`src/rtl/construct_data_if.sv`:
```
`default_nettype none
// ============================================================================
// Module   : construct_data_if
// Desc     : Pixel-in / packed-word-out handshake bundle for construct_data.
// Revision : 1.0  initial release
// ============================================================================
interface construct_data_if #(
  parameter int ISIZE = 256,
  parameter int OSIZE = 24
);
  logic               ialign;
  logic               iflush;
  logic               ivalid;
  logic               iready;
  logic [OSIZE-1:0]   idata;
  logic               ovalid;
  logic               oready;
  logic [ISIZE-1:0]   odata;
  logic [ISIZE/8-1:0] omask;
  logic               olast;

  modport master (
    output ialign, iflush, ivalid, idata, oready,
    input  iready, ovalid, odata, omask, olast
  );

  modport slave (
    input  ialign, iflush, ivalid, idata, oready,
    output iready, ovalid, odata, omask, olast
  );
endinterface
`default_nettype wire

```
`src/rtl/construct_data.sv`:
```
`default_nettype none
// ============================================================================
// Module   : construct_data
// Desc     : Write-side packer: OSIZE-bit pixels -> ISIZE-bit words, MSB first,
//            with masked flush of partial words. Optional CONSTRUCT_WORD_CNT_EN
//            adds the owcnt handed-off word counter.
// Revision : 1.0  initial release
// ============================================================================
module construct_data #(
  parameter int ISIZE = 256,
  parameter int OSIZE = 24
) (
  input  logic            clock,
  input  logic            rst_n,
  construct_data_if.slave bus
`ifdef CONSTRUCT_WORD_CNT_EN
  ,
  output logic [15:0]     owcnt
`endif
);

  localparam int              c_AW        = ISIZE + OSIZE;
  localparam int              c_FW        = $clog2(ISIZE) + 1;
  localparam int              c_MW        = ISIZE / 8;
  localparam logic [c_FW-1:0] c_ISIZE_F   = c_FW'(ISIZE);
  localparam logic [c_FW-1:0] c_OSIZE_F   = c_FW'(OSIZE);
  localparam logic [c_MW-1:0] c_MASK_ONES = '1;

  logic [c_AW-1:0]  r_acc,        w_acc_n;
  logic [c_FW-1:0]  r_fill,       w_fill_n;
  logic             r_flush_pend, w_flush_pend_n;
  logic             r_ovalid,     w_ovalid_n;
  logic [ISIZE-1:0] r_odata,      w_odata_n;
  logic [c_MW-1:0]  r_omask,      w_omask_n;
  logic             r_olast,      w_olast_n;

  logic             w_full;
  logic             w_ready;
  logic             w_accept;
  logic             w_flush_req;
  logic             w_word_done;
  logic [c_AW-1:0]  w_pix_ext;
  logic [c_AW-1:0]  w_acc_app;
  logic [c_AW-1:0]  w_acc_cur;
  logic [c_FW-1:0]  w_fill_app;
  logic [c_FW-1:0]  w_fill_cur;
  logic [c_FW-1:0]  w_nbytes;

  assign w_full      = r_ovalid && !bus.oready;
  assign w_ready     = !w_full && !r_flush_pend && !bus.ialign;
  assign w_accept    = bus.ivalid && w_ready;
  assign w_flush_req = bus.iflush || r_flush_pend;

  // acc is MSB-aligned: valid bits sit at the top, the new pixel lands just below them
  assign w_pix_ext   = {{ISIZE{1'b0}}, bus.idata};
  assign w_acc_app   = r_acc | (w_pix_ext << (c_ISIZE_F - r_fill));
  assign w_fill_app  = r_fill + c_OSIZE_F;
  assign w_word_done = w_accept && (w_fill_app >= c_ISIZE_F);
  assign w_acc_cur   = w_accept ? w_acc_app  : r_acc;
  assign w_fill_cur  = w_accept ? w_fill_app : r_fill;
  assign w_nbytes    = (w_fill_cur + c_FW'(7)) >> 3;

  always_comb begin
    w_acc_n        = w_acc_cur;
    w_fill_n       = w_fill_cur;
    w_flush_pend_n = r_flush_pend;
    w_ovalid_n     = r_ovalid && !bus.oready;
    w_odata_n      = r_odata;
    w_omask_n      = r_omask;
    w_olast_n      = r_olast;

    if (bus.ialign) begin
      w_acc_n        = '0;
      w_fill_n       = '0;
      w_flush_pend_n = 1'b0;
      w_ovalid_n     = 1'b0;
    end else if (w_word_done) begin
      w_odata_n      = w_acc_app[c_AW-1 -: ISIZE];
      w_omask_n      = c_MASK_ONES;
      w_olast_n      = 1'b0;
      w_ovalid_n     = 1'b1;
      w_acc_n        = w_acc_app << ISIZE;
      w_fill_n       = w_fill_app - c_ISIZE_F;
      // the residual cannot share this cycle's output slot, so defer its flush
      w_flush_pend_n = bus.iflush;
    end else if (w_flush_req && !w_full) begin
      if (w_fill_cur != '0) begin
        w_odata_n  = w_acc_cur[c_AW-1 -: ISIZE];
        w_omask_n  = ~(c_MASK_ONES >> w_nbytes);
        w_olast_n  = 1'b1;
        w_ovalid_n = 1'b1;
      end
      w_acc_n        = '0;
      w_fill_n       = '0;
      w_flush_pend_n = 1'b0;
    end else if (w_flush_req) begin
      w_flush_pend_n = 1'b1;
    end
  end

  always_ff @(posedge clock or negedge rst_n) begin
    if (!rst_n) begin
      r_acc        <= '0;
      r_fill       <= '0;
      r_flush_pend <= 1'b0;
      r_ovalid     <= 1'b0;
      r_odata      <= '0;
      r_omask      <= '0;
      r_olast      <= 1'b0;
    end else begin
      r_acc        <= w_acc_n;
      r_fill       <= w_fill_n;
      r_flush_pend <= w_flush_pend_n;
      r_ovalid     <= w_ovalid_n;
      r_odata      <= w_odata_n;
      r_omask      <= w_omask_n;
      r_olast      <= w_olast_n;
    end
  end

  assign bus.iready = w_ready;
  assign bus.ovalid = r_ovalid;
  assign bus.odata  = r_odata;
  assign bus.omask  = r_omask;
  assign bus.olast  = r_olast;

`ifdef CONSTRUCT_WORD_CNT_EN
  logic [15:0] r_owcnt;

  always_ff @(posedge clock or negedge rst_n) begin
    if (!rst_n) begin
      r_owcnt <= '0;
    end else if (bus.ialign) begin
      r_owcnt <= '0;
    end else if (r_ovalid && bus.oready) begin
      r_owcnt <= r_owcnt + 16'd1;
    end
  end

  assign owcnt = r_owcnt;
`endif

endmodule
`default_nettype wire

```
`src/flat_wrapper.sv`:
```
// flat-port wrapper written by rule: the top's interface ports become plain ports
module construct_data_flat 
#(
  parameter int ISIZE = 256,
  parameter int OSIZE = 24
)
  (clock, rst_n, bus_ialign, bus_iflush, bus_ivalid, bus_idata, bus_oready, bus_iready, bus_ovalid, bus_odata, bus_omask, bus_olast);
  construct_data_if #(.ISIZE(ISIZE), .OSIZE(OSIZE)) bus_i ();
  input  logic clock;
  input  logic rst_n;
  input wire logic [$bits(bus_i.ialign)-1:0] bus_ialign;
  input wire logic [$bits(bus_i.iflush)-1:0] bus_iflush;
  input wire logic [$bits(bus_i.ivalid)-1:0] bus_ivalid;
  input wire logic [$bits(bus_i.idata)-1:0] bus_idata;
  input wire logic [$bits(bus_i.oready)-1:0] bus_oready;
  output wire logic [$bits(bus_i.iready)-1:0] bus_iready;
  output wire logic [$bits(bus_i.ovalid)-1:0] bus_ovalid;
  output wire logic [$bits(bus_i.odata)-1:0] bus_odata;
  output wire logic [$bits(bus_i.omask)-1:0] bus_omask;
  output wire logic [$bits(bus_i.olast)-1:0] bus_olast;
  assign bus_i.ialign = bus_ialign;
  assign bus_i.iflush = bus_iflush;
  assign bus_i.ivalid = bus_ivalid;
  assign bus_i.idata = bus_idata;
  assign bus_i.oready = bus_oready;
  assign bus_iready = bus_i.iready;
  assign bus_ovalid = bus_i.ovalid;
  assign bus_odata = bus_i.odata;
  assign bus_omask = bus_i.omask;
  assign bus_olast = bus_i.olast;
  construct_data #(.ISIZE(ISIZE), .OSIZE(OSIZE)) u_core (.clock(clock), .rst_n(rst_n), .bus(bus_i));
endmodule
```
`config.mk`:
```
export PLATFORM = sky130hd
export DESIGN_NAME = construct_data_flat
export DESIGN_NICKNAME = d
export VERILOG_FILES = /design/src/rtl/construct_data_if.sv /design/src/rtl/construct_data.sv /design/src/flat_wrapper.sv
export SDC_FILE = /design/constraint.sdc
export NUM_CORES = 1
export LEC_CHECK = 0
export CELL_PAD_IN_SITES_DETAIL_PLACEMENT = 1
export CELL_PAD_IN_SITES_GLOBAL_PLACEMENT = 2
export CORE_ASPECT_RATIO = 0.7
export CORE_MARGIN = 1
export CORE_UTILIZATION = 38
export CTS_CLUSTER_DIAMETER = 40
export DETAILED_ROUTE_END_ITERATION = 16
export GPL_TIMING_DRIVEN = 0
export HOLD_SLACK_MARGIN = 0.12
export PLACE_DENSITY = 0.87
export SETUP_SLACK_MARGIN = 0.5
export SKIP_LAST_GASP = 1
export SLEW_MARGIN = 0
export SYNTH_ARGS = -nofsm -noshare
export SYNTH_HDL_FRONTEND = slang
export SYNTH_SLANG_ARGS = --single-unit
```
`constraint.sdc`:
```
create_clock -name clock -period 6.9 [get_ports clock]
set_input_delay 2.07 -clock clock [delete_from_list [all_inputs] [get_ports clock]]
set_output_delay 2.07 -clock clock [all_outputs]
set_load 0.005 [all_outputs]
```
==> reports/results.tsv <==
metric	value	unit
CP top delay family	buffers and inverters	
P_leak	12.6	nW
Place WS	1.11	ns
DRC	0	
Async S/R FF share, synth	100	%
number of port buffers	305	
Worst path slowest cell	clkdlybuf4s50_1	
arrival time worst endpoint	3.69	ns
Inserted Clock Buffers	72	
syn_nets	2227	
RePlAce Congestion	0.898	
post-route ant nets	0	
Final Critical Period	5.76	ns
Critical Path Fanout Max	6	
GRT Residual Overflow	0	
Post-Route WL	87900	um
first-pass GRT wire length	131000	um
worst-case clock buffer depth	3	
Startpoint Class	input pin	
most frequent cells in the layout	dfrtp_1, nand2_1, clkdlybuf4s50_1, nor2_1, a21oi_1	
switching power	0.00217	W
CP Class	input pin to primary output	
routed via count	19300	
Slew @ Worst Pin	1.51	ns
vias per cell	5.60	
Tot GR Track Use	28.8	%
mapped cell area	0.0228	mm^2
violated checks	max-capacitance violations, max-slew violations	
CTS root buffer	clkbuf_16	
fillers	6457	
Site Rows	74	
status	finished, violations left	
CTS H-Tree Depth	3	
Post-synth EDFFs	0	
postcts setup bufs	0	
Critical path buffers and inverters	2	
Worst Slack Setup Final	1.14	ns
area delta synth->final	29.3	%
yosys warns	0	
Post-Synthesis Cells	2195	
Layout Nets	2618	
Die Footprint	0.0611	mm^2
average wire per standard cell	25.5	um
ys flop type	dfrtp_1	
sequential share of power	43.2	%
CTS tree	yes	
Clock transition at path regs	0.06	ns
Hold Crit Class	flip-flop to flip-flop	
Initial DRT Pass Iterations	7	
layout cells sized above 1	10.6	%
Max Clock Skew	0.0126	ns
commonest non-fill, non-tap cell in the layout	dfrtp_1	
P per Cell Area	277	mW/mm^2
syn_area_per_cell	10.4	um^2
via count of the first global-routing pass	19900	
CP max stage delay	0.55	ns
initial core utilization	38.8	%
Critical Path, Cell by Cell	clkdlybuf4s50_1, or2_1, nor2_1, clkdlybuf4s50_1	
FMAX	174	MHz
CP required	4.83	ns
Pint	0.00601	W
largest net degree at the start of global routing	127	
setup tns final	0	ns
Clock Latency Late Sink	0.62	ns
initial drt markers	1581	
Comb pwr share	10.2	%
Finish-stage setup viols	0	
max cap viols	2	
Die W	295	um
RSZ-0062 raised after global routing	no	
boundary pin count	321	
sequential area share after synthesis	63.2	%
peak supply drop	0.155	mV
Sw Ratio	26.6	%
Num Clock Sinks	577	
Final Hold Viols	0	
Worst Setup End Kind	primary output	
CP most frequent cell	clkdlybuf4s50_1	
die height	207	um
Post-DP HPWL	63100	um
number of library cell types mapped by synthesis	73	
initial antenna violation count	5	
post-cts resize count	0	
core outline area	0.0589	mm^2
#FFs+latches synth	577	
slew margin rel.	-1.99	%
Clock Power Share	46.6	%
hold buffer count at cts	0	
fin crit share	83.5	%
max-slew violations	5	
[Yosys cell counts, drive strengths merged, types with 9 or more instances]
master,count,area [um^2]
dfrtp,577,14400
o2bb2ai,9,78.8
a21oi,266,1340
nand3,11,60.1
o22ai,20,125
clkbuf,52,195
nand2,326,1230
buf,101,569
mux2,16,180
nor2,306,1210
o21ai,300,1500
mux2i,15,150
a221oi,38,383
a22o,29,254
a22oi,9,67.6
xnor2,9,105
[path summary, 6_finish.rpt]
check / startpoint / to / slack, ns / depth (start not counted)
min: u_core.bus.omask[8]$_DFFE_PN0P_ / u_core.bus.omask[8]$_DFFE_PN0P_ / 0.46 / 2
max reg2reg: u_core.r_fill[3]$_DFF_PN0_ / u_core.bus.odata[15]$_DFFE_PN0P_ / 1.93 / 10
min reg2reg: u_core.bus.omask[8]$_DFFE_PN0P_ / u_core.bus.omask[8]$_DFFE_PN0P_ / 0.46 / 2
max: bus_ialign / bus_iready / 1.14 / 4
min in group asynchronous: rst_n / u_core.bus.omask[12]$_DFFE_PN0P_ / 1.54 / 1
max in group asynchronous: rst_n / u_core.r_acc[181]$_DFF_PN0_ / 4.16 / 2
[tightest hold or removal path: stages (launching register included)]
cell	delay, ns
dfrtp_1	0.34
nand2_1	0.05
nand2_1	0.05
[sequential cells by signal, summed over array words and instances (netlist names)]
| name | flops |
|---|---|
| u_core.bus.odata | 256 |
| u_core.bus.olast | 1 |
| u_core.bus.omask | 32 |
| u_core.bus.ovalid | 1 |
| u_core.r_acc | 280 |
| u_core.r_fill | 6 |
| u_core.r_flush_pend | 1 |
[per-stage QoR]
stage                     cells  hold WS [ns]  area [um^2]  total power (W)  util, %
after global placement     3298         0.454        26900          0.00438     45.7
after detailed placement   3310         0.455        27100          0.00442     46.1
after global routing       3437         0.489        29500          0.00841     50.1
after floorplan            2195         0.447        22800          0.00390        -
final                      3441         0.464        29500          0.00818     50.2
after CTS                  3437         0.468        29500          0.00822     50.1
[cell type report]
type                    count  area (um^2)  share of cell area (%)
well taps                 798          998                    3.38
repair buffers            317         3270                    11.1
clock buffers              92         2000                    6.77
flip-flops and latches    577        14400                    48.9
clock inverters            35          382                    1.29
inverters                   7         26.3                  0.0890
plain buffers             153          764                    2.59
multi-input cells        1458         7650                    25.9
diodes                      4         10.0                  0.0339
[power groups by stage]
stage	sequential [W]	combinational, W	clock, W
2_1_floorplan	0.00359	0.000310	0
3_5_place_dp	0.00360	0.000823	0
4_1_cts	0.00354	0.000828	0.00385
6_report	0.00354	0.000833	0.00381
5_1_grt	0.00354	0.000885	0.00398
3_3_place_gp	0.00360	0.000773	0
[cells by family (layout without fill, tap and decap cells)]
kind of cell | Yosys count | after routing | synth area share [%]
simple gates | 697 | 697 | 13.0
fa+ha+maj | 2 | 2 | 0.110
xor+xnor | 15 | 15 | 0.723
other cells | 0 | 4 | 0
buf+inv | 160 | 604 | 3.46
mux | 31 | 31 | 1.45
compound gates | 713 | 713 | 18.0
flops | 577 | 577 | 63.2
[metal layers]
layer | wire length (um) | track usage [%]
met1 | 40100 | 42.1
met2 | 39000 | 43.0
met3 | 6550 | 6.79
met4 | 2200 | 7.33
met5 | 12 | 0
(Power assumes the default switching activity.)
